File: src/rtl/if_id_skid_reg_pkg.sv
// Shared pipeline package: datapath width, bubble constants, the
// {instr, pc, valid} bundle reused by stage registers, and the IF/ID
// occupancy state encoding.
package if_id_skid_reg_pkg;

   localparam int                   PIPE_XLEN      = 32;
   localparam logic [PIPE_XLEN-1:0] PIPE_NOP_INSTR = 32'h0000_0013;  // addi x0,x0,0
   localparam logic [PIPE_XLEN-1:0] PIPE_BUBBLE_PC = 32'h0000_0000;

   // One in-flight instruction as carried between pipeline stages.
   typedef struct packed {
      logic [PIPE_XLEN-1:0] instr;
      logic [PIPE_XLEN-1:0] pc;
      logic                 valid;
   } ifid_t;

   // Encoding mirrors {skid_valid, out_valid}.
   typedef enum logic [1:0] {
      ST_EMPTY = 2'b00,
      ST_FULL  = 2'b01,
      ST_SKID  = 2'b11
   } ifid_state_e;

endpackage

File: src/rtl/if_id_skid_reg_pipe_skid_entry.sv
// pipe_skid_entry: single holding register with load / clear and a valid
// flag. Only the valid flag is reset; the payload is don't-care while
// valid is low.
module pipe_skid_entry
   import if_id_skid_reg_pkg::*;
#(
   parameter type T = ifid_t
)(
   input  logic clk,
   input  logic rst,
   input  logic load,
   input  logic clear,
   input  T     d,
   output T     q,
   output logic valid
);

   // Occupancy flag: clear wins over load.
   always_ff @(posedge clk) begin
      if (rst || clear) begin
         valid <= 1'b0;
      end else if (load) begin
         valid <= 1'b1;
      end
   end

   // Payload capture.
   always_ff @(posedge clk) begin
      if (load) begin
         q <= d;
      end
   end

endmodule

File: src/rtl/if_id_skid_reg.sv
// if_id_skid_reg: IF/ID boundary register with a one-entry skid buffer.
// The stall returned to fetch is the skid occupancy flag, so there is no
// combinational path from id_stall to if_stall_o.
// Optional: define IFID_PERF_CNT_EN to add perf_stall_cnt / perf_bubble_cnt.
module if_id_skid_reg
   import if_id_skid_reg_pkg::*;
#(
   parameter int              XLEN      = PIPE_XLEN,
   parameter logic [XLEN-1:0] NOP_INSTR = PIPE_NOP_INSTR,
   parameter logic [XLEN-1:0] BUBBLE_PC = PIPE_BUBBLE_PC
)(
   input  logic            clk,
   input  logic            rst,
   input  logic [XLEN-1:0] if_instr,
   input  logic [XLEN-1:0] if_pc,
   input  logic            if_valid,
   output logic            if_stall_o,
   input  logic            id_stall,
   input  logic            id_flush,
   output logic [XLEN-1:0] id_instr,
   output logic [XLEN-1:0] id_pc,
   output logic [XLEN-1:0] id_pc4,
   output logic            id_valid
`ifdef IFID_PERF_CNT_EN
   ,
   output logic [31:0]     perf_stall_cnt,
   output logic [31:0]     perf_bubble_cnt
`endif
);

   function automatic logic [XLEN-1:0] pc_plus4(input logic [XLEN-1:0] pc);
      return pc + XLEN'(4);
   endfunction

   ifid_state_e     state_q, state_d;

   ifid_t           skid_d_p0, skid_q_p1;
   logic            skid_valid;
   logic            skid_load, skid_clear;

   logic            out_load;
   logic [XLEN-1:0] instr_d, pc_d, pc4_d;
   logic            valid_d;

   // Skid entry: parks the instruction fetched during the first stall cycle.
   pipe_skid_entry #(.T(ifid_t)) u_skid (
      .clk   (clk),
      .rst   (rst),
      .load  (skid_load),
      .clear (skid_clear),
      .d     (skid_d_p0),
      .q     (skid_q_p1),
      .valid (skid_valid)
   );

   assign if_stall_o = skid_valid;

   // Next-state, skid control and output-register next values (priority flush > stall > advance).
   always_comb begin
      state_d    = state_q;
      out_load   = 1'b0;
      instr_d    = id_instr;
      pc_d       = id_pc;
      pc4_d      = id_pc4;
      valid_d    = id_valid;
      skid_load  = 1'b0;
      skid_clear = 1'b0;
      skid_d_p0  = '{instr: if_instr, pc: if_pc, valid: if_valid};

      if (id_flush) begin
         out_load   = 1'b1;
         instr_d    = NOP_INSTR;
         pc_d       = BUBBLE_PC;
         pc4_d      = pc_plus4(BUBBLE_PC);
         valid_d    = 1'b0;
         skid_clear = 1'b1;
         state_d    = ST_EMPTY;
      end else if (id_stall) begin
         // Output holds; a full skid means fetch is already stalled and if_* is stale.
         if (!skid_valid && if_valid) begin
            skid_load = 1'b1;
            if (state_q == ST_FULL) begin
               state_d = ST_SKID;
            end
         end
      end else if (skid_valid) begin
         // Drain the skid first; fetch saw if_stall_o and is re-presenting its next word.
         out_load   = 1'b1;
         instr_d    = skid_q_p1.instr;
         pc_d       = skid_q_p1.pc;
         pc4_d      = pc_plus4(skid_q_p1.pc);
         valid_d    = skid_q_p1.valid;
         skid_clear = 1'b1;
         state_d    = ST_FULL;
      end else begin
         out_load = 1'b1;
         if (if_valid) begin
            instr_d = if_instr;
            pc_d    = if_pc;
            pc4_d   = pc_plus4(if_pc);
            valid_d = 1'b1;
            state_d = ST_FULL;
         end else begin
            instr_d = NOP_INSTR;
            pc_d    = BUBBLE_PC;
            pc4_d   = pc_plus4(BUBBLE_PC);
            valid_d = 1'b0;
            state_d = ST_EMPTY;
         end
      end
   end

   // Occupancy state register.
   always_ff @(posedge clk) begin
      if (rst) begin
         state_q <= ST_EMPTY;
      end else begin
         state_q <= state_d;
      end
   end

   // ---- ID output register ----
   // Output register; reset forces a visible bubble.
   always_ff @(posedge clk) begin
      if (rst) begin
         id_instr <= NOP_INSTR;
         id_pc    <= BUBBLE_PC;
         id_pc4   <= pc_plus4(BUBBLE_PC);
         id_valid <= 1'b0;
      end else if (out_load) begin
         id_instr <= instr_d;
         id_pc    <= pc_d;
         id_pc4   <= pc4_d;
         id_valid <= valid_d;
      end
   end

`ifdef IFID_PERF_CNT_EN
   // Stall cycles and bubble loads, wrapping counters.
   always_ff @(posedge clk) begin
      if (rst) begin
         perf_stall_cnt  <= '0;
         perf_bubble_cnt <= '0;
      end else begin
         if (id_stall && !id_flush) begin
            perf_stall_cnt <= perf_stall_cnt + 32'd1;
         end
         if (out_load && !valid_d) begin
            perf_bubble_cnt <= perf_bubble_cnt + 32'd1;
         end
      end
   end
`endif

endmodule

File: config.mk
export PLATFORM = sky130hd
export DESIGN_NAME = if_id_skid_reg
export DESIGN_NICKNAME = d
export VERILOG_FILES = /design/src/rtl/if_id_skid_reg_pkg.sv /design/src/rtl/if_id_skid_reg_pipe_skid_entry.sv /design/src/rtl/if_id_skid_reg.sv
export SDC_FILE = /design/constraint.sdc
export NUM_CORES = 1
export LEC_CHECK = 0
export BUFFER_PORTS_ARGS = -buffer_cell sky130_fd_sc_hd__clkbuf_2
export CELL_PAD_IN_SITES_DETAIL_PLACEMENT = 0
export CELL_PAD_IN_SITES_GLOBAL_PLACEMENT = 1
export CORE_MARGIN = 2
export CORE_UTILIZATION = 44
export CTS_CLUSTER_SIZE = 8
export DETAILED_ROUTE_END_ITERATION = 12
export GPL_TIMING_DRIVEN = 0
export HOLD_SLACK_MARGIN = 0.12
export PLACE_DENSITY = 0.94
export SLEW_MARGIN = 30
export SYNTH_ARGS = -nofsm -noshare
export SYNTH_HDL_FRONTEND = slang
export SYNTH_SLANG_ARGS = --single-unit
export TNS_END_PERCENT = 20
File: constraint.sdc
create_clock -name clk -period 20.1 [get_ports clk]
set_input_delay 6.03 -clock clk [delete_from_list [all_inputs] [get_ports clk]]
set_output_delay 6.03 -clock clk [all_outputs]
set_load 0.005 [all_outputs]
Word-level counts from Yosys, hierarchy flattened
Cells that the tools add are included.
{ "totals": {"out_inout_bits": 98, "reg_bits": 163, "elab_cells": 39, "input_bits": 69} }
{ "op_classes": {"n_reduce_logical": 4, "n_mux": 24, "n_eq_ne": 1, "n_addsub": 2} }
{ "op_table": {"columns": ["op", "n"], "rows": [
  ["32-bit two-way mux", 12],
  ["32-bit by 3-bit adder with 32-bit output (second input constant)", 2],
  ["1-bit two-way mux", 12],
  ["2-bit by 1-bit inequality test with 1-bit output (second input constant)", 1],
  ["2-bit AND reduction", 1],
  ["1-bit logical AND", 1],
  ["1-bit zero test", 1],
  ["1-bit logical OR", 1]
]} }

Logic depth before layout (Yosys ltp)
{ "depth": {"word_depth": 5, "mapped_depth": 8, "depth_no_buf": 6} }

By module
Synthesis repeated with hierarchy kept, for this count alone.
{ "hier_totals": {"cells_unflattened": 771, "area_unflattened_um2": 7364.6} }
{ "modules_own_cells": {"columns": ["mod", "area_each_um2", "instances", "seq_area_each_um2", "cells_each"], "rows": [
  ["if_id_skid_reg", 5378.9, 1, 1901.8, 703],
  ["pipe_skid_entry", 1985.7, 1, 1971.9, 68]
]} }

Least setup slack after synthesis
No wires, ideal clock.
{ "synth_path": {"kind": "in2reg", "startpoint": "in if_valid", "endpoint": "reg u_skid.q[0] (netlist bit), enable pin", "path_stages": 4, "path_buffers": 2, "t_arrival_ps": 11006, "setup_time_ps": 569, "required_time_ps": 19531, "path_slack_ps": 8526, "path_cell_list": "clkbuf_1 > nand2_1 > clkbuf_1 > nor3_1"} }
{ "synth_between": {"elab_chain_cells": 4} }
{ "synth_lines": {"columns": ["element", "line", "text"], "rows": [
  ["start: declaration", "if_id_skid_reg.sv:16", "input logic if_valid,"],
  ["1-bit logical AND", "if_id_skid_reg.sv:80", "if (!skid_valid && if_valid) begin"],
  ["1-bit two-way mux", "if_id_skid_reg.sv:80", null],
  ["1-bit two-way mux", "if_id_skid_reg.sv:78", "end else if (id_stall) begin"],
  ["1-bit two-way mux", "if_id_skid_reg.sv:70", "if (id_flush) begin"],
  ["net skid_load", "if_id_skid_reg.sv:39", "logic skid_load, skid_clear;"],
  ["end signal: assignment", "if_id_skid_reg_pipe_skid_entry.sv:30", "q <= d;"],
  ["end: declaration", "if_id_skid_reg_pipe_skid_entry.sv:14", "output T q,"]
]} }
The timed path passes the listed nets, and every way through them passes these cells.
A chain may end at the register's enable or synchronous reset.

Worst setup path in the final report
{ "layout_path": {"startpoint": "in if_valid", "endpoint": "reg u_skid.q[44] (netlist bit), enable pin"} }
The elaborated chain is that of the path after synthesis.

==> impl_metrics.json <==
{
  "mostFrequentLayoutCells": "clkbuf_2, dfxtp_1, nor2_1",
  "start_kind": "input port",
  "yosys_warnings": 0,
  "holdPathStages": 2,
  "fill_cells": 1486,
  "setup_violations": 0,
  "cts_buffer_depth": 2,
  "reg2reg_from": "u_skid.valid",
  "dieArea_um2": 17500,
  "holdWs_ns": 0.457,
  "overflow": 0,
  "drive_gt1_share_pct": 23.2,
  "cp_common_cell": "buf_4",
  "htree_levels": 4,
  "cts-root-buf": "clkbuf_16",
  "outcome": "completed",
  "cts_tree": "done",
  "period_minus_slack_ns": 8.20,
  "io_pins": 167,
  "irDropWorstVdd_mv": 0.0723,
  "drc_errors": 0,
  "p_int_mw": 0.567,
  "leakage_nw": 3.38,
  "fin_worst_skew_ns": 0.00623,
  "synth_nets": 830,
  "synth_async_sr_flop_share_pct": 0,
  "cts_resized": 0,
  "post-route-period-util_pct": 40.8,
  "r2r_slack_ns": 17.55,
  "viasPerCell": 5.79,
  "min_from": "id_pc4[4]",
  "syn_inst": 759,
  "hold_violations": 0,
  "ys.flop_type": "dfxtp_1",
  "hold_path_class": "reg -> reg",
  "start_util_pct": 45.3,
  "numCtsBuffers": 17,
  "grt_max_degree": 18,
  "grt_antenna_before_repair": 0,
  "slowest_stage": "nor3_2",
  "fp.dieH_um": 132,
  "path_cells": "clkbuf_2 -> clkbuf_1 -> nand2_1 -> clkbuf_1 -> nor3_2 -> buf_4 -> buf_4 -> buf_6 -> buf_4",
  "yosysUniqueCellTypes": 49,
  "dieWidth_um": 132,
  "post_drt_wl_per_cell_um": 19.1,
  "maxCapViolCount": 0,
  "p_sw_mw": 0.199,
  "rsz0062_at_grt": "no",
  "p_clk_share_pct": 44.1,
  "grt_pass1_vias": 6355,
  "cp-end-kind": "register",
  "clock_latency_ns": 0.43,
  "ys_ff_latch": 161,
  "drv_slew": 0,
  "fin_setup_tns_ns": 0,
  "clock-sinks": 161,
  "drt_iter0_drc": 659,
  "dr.pass1.iters": 5,
  "crit_path_max_fanout": 10,
  "syn-cell-area_um2": 7250,
  "hold_buffers": 0,
  "antenna_cells": 0,
  "gp_congestion": 0.917,
  "grt_util_all_layers_pct": 25.6,
  "core_area_um2": 16000,
  "critical_path_class": "in -> reg",
  "syn_area_per_cell_um2": 9.55,
  "rr_worst_depth": 8,
  "r2r-end": "u_skid.q[44]",
  "syn2layout_area_growth_pct": 24.7,
  "whs_endpoint": "id_pc4[4]",
  "dp_hpwl_um": 16800,
  "max_stage_delay_ns": 0.49,
  "sw_frac_of_total_pct": 26.0,
  "rows": 46,
  "relSlewSlack_pct": 36.9,
  "required_ns": 20.25,
  "ant_nets": 0,
  "grt_pass1_wl_um": 34900,
  "multi_input_area_um2": 3080,
  "cp.arrival_ns": 8.35,
  "pwr-share-seq_pct": 46.5,
  "tightest_slew_ns": 0.943,
  "via_count": 6849,
  "fin_nets": 1024,
  "p_per_area_nw_per_um2": 84.8,
  "clkTransAtPathRegs_ns": 0.07,
  "postCtsSetupBuffers": 0,
  "register_area_um2": 3870,
  "utilization_pct": 56.5,
  "ys_seq_area_share_pct": 53.4,
  "synth_edf_count": 65,
  "fmax_mhz": 122,
  "layout_commonest_cell": "clkbuf_2",
  "finalWirelength_um": 22500,
  "place.port_buffers": 166,
  "pwr-share-comb_pct": 9.3
}
worst max path at each step:
stage | startpoint | end | slack, ns
finish | if_valid | u_skid.q[44] | 11.90
global route | if_valid | u_skid.q[49] | 11.76
CTS | if_valid | u_skid.q[47] | 11.97
detailed placement | if_valid | u_skid.q[47] | 11.54
global placement | if_valid | u_skid.q[14] | 5.51
floorplan | if_valid | u_skid.q[0] | 8.53
per-stage QoR:
stage / cell area [µm²] / worst slack, ns / power [mW] / cells
2_1_floorplan: 7250 / 8.53 / 0.400 / 759
3_3_place_gp: 8350 / 5.51 / 0.433 / 1141
3_5_place_dp: 8430 / 11.54 / 0.434 / 1150
4_1_cts: 9040 / 11.97 / 0.769 / 1182
5_1_grt: 9040 / 11.76 / 0.792 / 1182
6_report: 9040 / 11.90 / 0.766 / 1182
cells by family after synthesis:
family	synth area share (%)
and+or+nand+nor	18.0
muxes	0.138
DFF	53.4
xor gates and xnor gates	4.23
adders and majority gates	0.345
buffers and inverters	4.21
AOI/OAI and AO/OA	19.7
metal layers:
metal | wire length, µm | global-route usage, % | vias to the layer above | share of wire (%)
met5 | 0 | 0 | - | 0
met2 | 10300 | 39.8 | 311 | 46
met4 | 642 | 10.6 | 0 | 2.9
met3 | 1800 | 6.04 | 45 | 8.0
li1 | - | - | 3224 | -
met1 | 9800 | 34.4 | 3269 | 44
power groups by stage:
stage                     logic [mW]  clock network, mW  registers, mW
after detailed placement      0.0706                  0          0.364
after global placement        0.0685                  0          0.365
after global routing          0.0787              0.356          0.358
final                         0.0715              0.338          0.357
after CTS                     0.0710              0.342          0.357
after floorplan               0.0369                  0          0.364
synth_stat cells (18+ instances only):
master,instances,area share [%]
a221o_1,35,4.8
nand3_1,50,3.5
nand2_1,61,3.2
nor2_1,76,3.9
a21oi_1,58,4.0
xnor2_1,23,2.8
edfxtp_1,65,27
nor3_1,18,1.2
dfxtp_1,96,27
clkbuf_1,48,2.5
nor4_1,20,1.7
o21ai_0,65,4.5
cell type report:
cell class	instances	share of cell area (%)
Clock buffer	17	4.71
Timing Repair Buffer	175	9.98
Tap cell	216	2.99
Clock inverter	15	2.02
Multi-Input combinational cell	522	34.1
Buffer	66	2.96
Sequential cell	161	42.9
Inverter	10	0.415
critical path: cells and delay by family:
kind | cells | cell delay [ns]
AND/OR/NAND/NOR | 2 | 0.63
buffers and inverters | 7 | 1.67
sequential cells by signal, summed over array words and instances, names as in the netlist:
| signal | flops |
|---|---|
| u_skid.valid | 1 |
| id_instr | 32 |
| u_skid.q | 65 |
| id_valid | 1 |
| id_pc4 | 30 |
| id_pc | 32 |
Note: power is estimated with default switching activity, not from simulation.
